**config.mk**
```make
export PLATFORM = sky130hd
export DESIGN_NAME = uart_tx_sched
export DESIGN_NICKNAME = d
export VERILOG_FILES = /design/src/rtl/uart_tx_sched.sv
export SDC_FILE = /design/constraint.sdc
export NUM_CORES = 2
export LEC_CHECK = 0
export CORE_UTILIZATION = 45
export CTS_CLUSTER_SIZE = 12
export DETAILED_ROUTE_END_ITERATION = 10
export SETUP_SLACK_MARGIN = 0.15
export SYNTH_ARGS = -nofsm -noshare
export SYNTH_HDL_FRONTEND = slang
export SYNTH_SLANG_ARGS = --single-unit
export TNS_END_PERCENT = 30
```
**constraint.sdc**
```tcl
create_clock -name clk -period 16.2 [get_ports clk]
set_input_delay 3.24 -clock clk [delete_from_list [all_inputs] [get_ports clk]]
set_output_delay 3.24 -clock clk [all_outputs]
set_load 0.05 [all_outputs]
```
**src/rtl/uart_tx_sched.sv**
```systemverilog
// uart_tx_sched
// Round-robin scheduler sharing one byte-level UART transmitter between
// NREQ requesters. The granted requester streams its payload into a
// 256-byte packet buffer. The block then sends the packet as
// checksum, address, length, payload. The checksum makes the 8-bit sum of
// all packet bytes equal zero.
//
// Ports:
//   clk       system clock, rising edge
//   RESET_N   asynchronous active-low reset
//   req       per-requester packet request (held until its grant rises)
//   req_addr  packed destination addresses, slice i = [8*i+7:8*i]
//   req_len   packed payload lengths, 1..255, 0 means 256
//   wr_data   packed payload bytes
//   wr_valid  payload strobes, only the owner's is used during LOAD
//   grant     one-hot, high from grant through the end of LOAD
//   done      one-cycle pulse to the owner after its last byte is sent
//   tx_data   byte to the transmitter
//   tx_send   one-cycle send pulse to the transmitter
//   tx_busy   transmitter busy (registered, rises the cycle after tx_send)
//   busy      high whenever the scheduler is not idle
module uart_tx_sched #(
  parameter int NREQ = 2
) (
  input  logic              clk,
  input  logic              RESET_N,
  input  logic [NREQ-1:0]   req,
  input  logic [8*NREQ-1:0] req_addr,
  input  logic [8*NREQ-1:0] req_len,
  input  logic [8*NREQ-1:0] wr_data,
  input  logic [NREQ-1:0]   wr_valid,
  output logic [NREQ-1:0]   grant,
  output logic [NREQ-1:0]   done,
  output logic [7:0]        tx_data,
  output logic              tx_send,
  input  logic              tx_busy,
  output logic              busy
);

  localparam int IW = (NREQ > 1) ? $clog2(NREQ) : 1;

  typedef enum logic [2:0] {
    S_IDLE, S_LOAD, S_SEND_CK, S_SEND_ADDR, S_SEND_LEN, S_SEND_DATA, S_DONE
  } state_e;

  state_e          state_q, state_d;
  logic [IW-1:0]   rr_ptr_q, rr_ptr_d;
  logic [IW-1:0]   owner_q, owner_d;
  logic [7:0]      addr_q, addr_d;
  logic [7:0]      len_q, len_d;
  logic [7:0]      sum_q, sum_d;
  logic [7:0]      ptr_q, ptr_d;    // write pointer in LOAD, read index in SEND_DATA
  logic            guard_q, guard_d;
  logic [NREQ-1:0] grant_q, grant_d;
  logic [NREQ-1:0] done_q, done_d;

  logic [7:0]      pkt_buf [256];

  logic            found;
  logic [IW-1:0]   pick;
  logic [7:0]      own_data;
  logic            own_valid;
  logic            wr_en;
  logic            in_send;
  logic [7:0]      send_byte;
  logic            send_fire;

  // First requesting index at or after rr_ptr, searching upward with wrap.
  always_comb begin
    // NOTE: every variable gets a default before any branch; otherwise a
    // path that skips the assignment infers a latch.
    found = 1'b0;
    pick  = rr_ptr_q;
    for (int k = 0; k < NREQ; k++) begin
      if (!found && req[(int'(rr_ptr_q) + k) % NREQ]) begin
        found = 1'b1;
        pick  = IW'((int'(rr_ptr_q) + k) % NREQ);
      end
    end
  end

  assign own_data  = wr_data[8*int'(owner_q) +: 8];
  assign own_valid = wr_valid[owner_q];
  assign wr_en     = (state_q == S_LOAD) && own_valid;

  // Byte presented in each send state; tx_data idles at zero elsewhere.
  always_comb begin
    in_send   = 1'b0;
    send_byte = 8'h00;
    case (state_q)
      S_SEND_CK:   begin in_send = 1'b1; send_byte = 8'h00 - sum_q;   end
      S_SEND_ADDR: begin in_send = 1'b1; send_byte = addr_q;          end
      S_SEND_LEN:  begin in_send = 1'b1; send_byte = len_q;           end
      S_SEND_DATA: begin in_send = 1'b1; send_byte = pkt_buf[ptr_q];  end
      default:     ;
    endcase
  end

  // The guard blocks the cycle right after a pulse, before tx_busy has risen.
  assign send_fire = in_send && !tx_busy && !guard_q;

  always_comb begin
    state_d  = state_q;
    rr_ptr_d = rr_ptr_q;
    owner_d  = owner_q;
    addr_d   = addr_q;
    len_d    = len_q;
    sum_d    = sum_q;
    ptr_d    = ptr_q;
    grant_d  = grant_q;
    done_d   = '0;
    guard_d  = send_fire;

    case (state_q)
      S_IDLE: begin
        if (found) begin
          owner_d        = pick;
          addr_d         = req_addr[8*int'(pick) +: 8];
          len_d          = req_len[8*int'(pick) +: 8];
          sum_d          = req_addr[8*int'(pick) +: 8] + req_len[8*int'(pick) +: 8];
          ptr_d          = 8'h00;
          grant_d        = '0;
          grant_d[pick]  = 1'b1;
          state_d        = S_LOAD;
        end
      end
      S_LOAD: begin
        if (own_valid) begin
          sum_d = sum_q + own_data;
          ptr_d = ptr_q + 8'd1;
          // len-1 is 255 for len=0, so the 256-byte case ends on the wrap.
          if (ptr_q == len_q - 8'd1) begin
            ptr_d   = 8'h00;
            grant_d = '0;
            state_d = S_SEND_CK;
          end
        end
      end
      S_SEND_CK:   if (send_fire) state_d = S_SEND_ADDR;
      S_SEND_ADDR: if (send_fire) state_d = S_SEND_LEN;
      S_SEND_LEN:  if (send_fire) state_d = S_SEND_DATA;
      S_SEND_DATA: begin
        if (send_fire) begin
          ptr_d = ptr_q + 8'd1;
          if (ptr_q == len_q - 8'd1) begin
            done_d[owner_q] = 1'b1;
            state_d         = S_DONE;
          end
        end
      end
      S_DONE: begin
        rr_ptr_d = (int'(owner_q) == NREQ - 1) ? '0 : owner_q + 1'b1;
        state_d  = S_IDLE;
      end
      default: state_d = S_IDLE;
    endcase
  end

  // NOTE: state flops use non-blocking assignments so every flop samples
  // the pre-edge values regardless of block evaluation order.
  always_ff @(posedge clk or negedge RESET_N) begin
    if (!RESET_N) begin
      state_q  <= S_IDLE;
      rr_ptr_q <= '0;
      owner_q  <= '0;
      addr_q   <= 8'h00;
      len_q    <= 8'h00;
      sum_q    <= 8'h00;
      ptr_q    <= 8'h00;
      guard_q  <= 1'b0;
      grant_q  <= '0;
      done_q   <= '0;
    end else begin
      state_q  <= state_d;
      rr_ptr_q <= rr_ptr_d;
      owner_q  <= owner_d;
      addr_q   <= addr_d;
      len_q    <= len_d;
      sum_q    <= sum_d;
      ptr_q    <= ptr_d;
      guard_q  <= guard_d;
      grant_q  <= grant_d;
      done_q   <= done_d;
    end
  end

  // NOTE: the buffer has no reset; every byte is written before it is read,
  // and leaving it out lets the array map onto plain RAM.
  always_ff @(posedge clk) begin
    if (wr_en) pkt_buf[ptr_q] <= own_data;
  end

  assign grant   = grant_q;
  assign done    = done_q;
  assign tx_send = send_fire;
  assign tx_data = send_byte;
  assign busy    = (state_q != S_IDLE);

endmodule

```
==> results.yml <==
run_status:
  outcome: "complete, but fails checks"
  violations: "capacitance limit, slew limit"
grt:
  grt_pass1_wl_um: 309000
  grt_max_degree: 109
  overflow: 0
  grt.total_usage: 0.232
  grt_pass1_vias: 42000
  antenna_found_initial: 10
setup_path:
  cp_data_required_time_ns: 12.96
  worstPathArrival_ns: 7.36
  crit_fanout: 94
  critPathLaunchType: "register"
  cp-end-kind: "output port"
  path_class: "register to output port"
drt:
  drt_first_pass_iters: 6
  vias_per_cell: 6.07
  via_count: 42200
  postRouteAntennaNets: 0
  drt_wl_total_um: 215000
  drt_iter0_markers: 5103
  wire_per_inst_um: 30.9
  drc_errors: 0
synthesis:
  synth.avg_cell_area_um2: 19.4
  yosysSeqAreaShare: 0.756
  synth_cell_types: 75
  synthArstFlopShare: 0.0201
  yosys-top-cells-area: "edfxtp_1 74%, mux4_2 11%, mux2i_1 3.0%"
  synthAdderAreaFrac: 0.00363
  synthXorXnorAreaFrac: 0.00297
  synth_top_area_frac: 0.744
  yosysWarnings: 0
  ys_ff_latch: 2090
  synth_largest_area_cell: "edfxtp_1"
  muxShareOfSynthArea: 0.146
  synth_fp_nets: 4330
  synth-edff-count: 2048
  synth_top_family_by_area: "multiplexers"
  syn_inst: 4253
  synth_area_mm2: 0.0827
  synth-compound-area-share: 0.0379
  synth_simple_gate_area_frac: 0.0375
  ys.flop_type: "edfxtp_1"
placement:
  io_buffers: 68
  hpwl_um: 130000
  gp_congestion: 0.845
finish:
  area_delta_synth_final_pct: 11.6
  nNetsFinal: 4448
  drive_gt1_frac: 0.183
timing:
  setup_viol: 0
  final.period_utilization: 0.654
  slew_viol_final: 2
  fin_crit_ns: 10.60
  finalHoldViolCount: 0
  skew_ns: 0.0527
  fmax_ghz: 0.0944
  worst_pin_slew_ns: 1.52
  maxSlewHeadroom: -0.0235
  timing.hold.ws_ns: 0.491
  rsz0062_at_grt: "false"
  timing.setup.tns_ns: 0
floorplan:
  design.die.area_mm2: 0.186
  die_x_um: 431
  ios: 69
  row_count: 156
  initial_core_util: 0.455
  dieHeight_um: 431
  coreArea_mm2: 0.182
clock_tree:
  clk_latency_ns: 0.85
  cts_hold_buf: 0
  clock_sinks: 2090
  clk_pin_slew_worst_paths_ns: 0.06
  post_cts_resize_count: 0
  root_buffer: "clkbuf_16"
  cts_tree: "built"
  htree_levels: 4
  cts_buffers: 208
  cts_buffer_depth: 3
  post_cts_buffers: 0
power:
  worst_ir_drop_vdd_uv: 169
  powerDensity_mw_per_mm2: 166
  cellLeakagePower_uw: 0.0285
hold_path:
  hp-class: "register to register"
run:
  cap_violations: 1
## state kept, by name, indices dropped and copies added, names as in the netlist
name / cells
done: 2
addr_q: 8
state_q: 3
rr_ptr_q: 1
grant: 2
pkt_buf: 2048
owner_q: 1
sum_q: 8
ptr_q: 8
guard_q: 1
len_q: 8
## through the flow
step,utilization,worst slack [ns],cells,power (µW),instance area (µm²)
floorplan,-,7.77,4253,9520,82700
global placement,0.475,6.28,6609,11000,86200
detailed placement,0.475,6.61,6610,11000,86200
CTS,0.508,5.64,6957,15400,92300
global route,0.508,5.54,6958,15800,92300
finish,0.508,5.60,6960,15300,92300
## worst paths after layout
check / from / endpoint / slack (ns) / depth (start not counted)
max reg2reg: ptr_q[1] / pkt_buf[187][0] / 10.74 / 5
min: grant[0] / grant[0] / 0.49 / 1
max: ptr_q[1] / tx_data[0] / 5.60 / 13
max in group asynchronous: RESET_N / ptr_q[3] / 12.74 / 1
min reg2reg: grant[0] / grant[0] / 0.49 / 1
min in group asynchronous: RESET_N / guard_q / 2.62 / 1
## layout by cell type (no fill, tap or decap), types with 9 or more instances in the layout
cell type and count:
edfxtp_1 2048, mux4_2 403, nor2_1 311, mux2i_1 252, clkbuf_16 211, nand2_1 154
a22oi_1 126, a21oi_1 89, buf_4 86, clkdlybuf4s50_1 67, clkbuf_1 63, nand3_1 59
o21ai_0 54, clkinv_1 41, nand4_1 39, dfrtp_1 36, mux2_2 34, o22ai_1 24
a221oi_1 22, nor2b_1 20, nor3_1 20, ha_1 20, a211oi_1 18, a22o_1 17
xnor2_1 17, clkinv_2 17, inv_1 16, a32oi_1 16, nand3_2 13, a31oi_1 11
xor2_1 11, or3_1 9, and2_1 9
## cells by family (layout without fill, tap and decap cells)
kind of cell	Yosys count	count (layout)
AND/OR/NAND/NOR	694	694
multiplexers	698	698
flip-flops	2090	2090
buffers and inverters	269	524
XOR/XNOR	28	28
AO/OA/AOI/OAI	451	451
adder cells (fa/ha/maj)	23	23
other	0	3
## metal layers
layer  up-vias  share of wire  track usage
li1      17700              -            -
met5         -       0.000060            0
met1     22400           0.42        0.334
met3       301          0.079       0.0420
met2      1863           0.47        0.364
met4         2          0.029       0.0704
## power breakdown
part	leakage (µW)	internal (µW)	total (µW)	switching, µW
logic	0.00671	1560	4320	2760
registers	0.0189	6450	6600	144
clock network	0.00293	2400	4390	1990
total	0.0285	10400	15300	4900
## synthesized netlist by cell type, types with 7 or more instances
cell	instances
a211oi_1	18
a21oi_1	89
a221oi_1	22
a22o_1	17
a22oi_1	126
a31oi_1	11
a32oi_1	16
and2_1	10
and3_1	8
buf_1	23
buf_2	95
buf_4	29
clkbuf_1	101
dfrtp_1	42
edfxtp_1	2048
ha_1	20
inv_1	17
mux2_2	41
mux2i_1	252
mux4_2	403
nand2_1	155
nand2b_1	8
nand3_1	72
nand4_1	39
nor2_1	315
nor2b_1	22
nor3_1	22
nor4_1	8
o21ai_0	54
o22ai_1	24
o31ai_1	7
or3_1	9
xnor2_1	17
xor2_1	11
## worst max-delay path: stages (launching register included)
cell and delay [ns]:
dfrtp_4 0.84, buf_12 0.52, buf_4 0.75, buf_4 0.66
mux2i_1 0.16, a21oi_1 0.18, o211ai_1 0.11, a21oi_1 0.17
a2111oi_0 0.09, buf_4 0.21, nor4_1 1.15, buf_4 0.28
nand3b_1 0.24, clkdlybuf4s50_1 0.86
## cell type report
class	count	area (µm²)
fillers	14500	89400
clock inverters	72	512
flip-flops and latches	2090	62600
well taps	2449	3060
inverters	18	75.1
multi-input cells	1894	19100
diodes	3	7.51
repair buffers	159	1420
clock buffers	275	5530
Power figures use the tool's default switching activity.
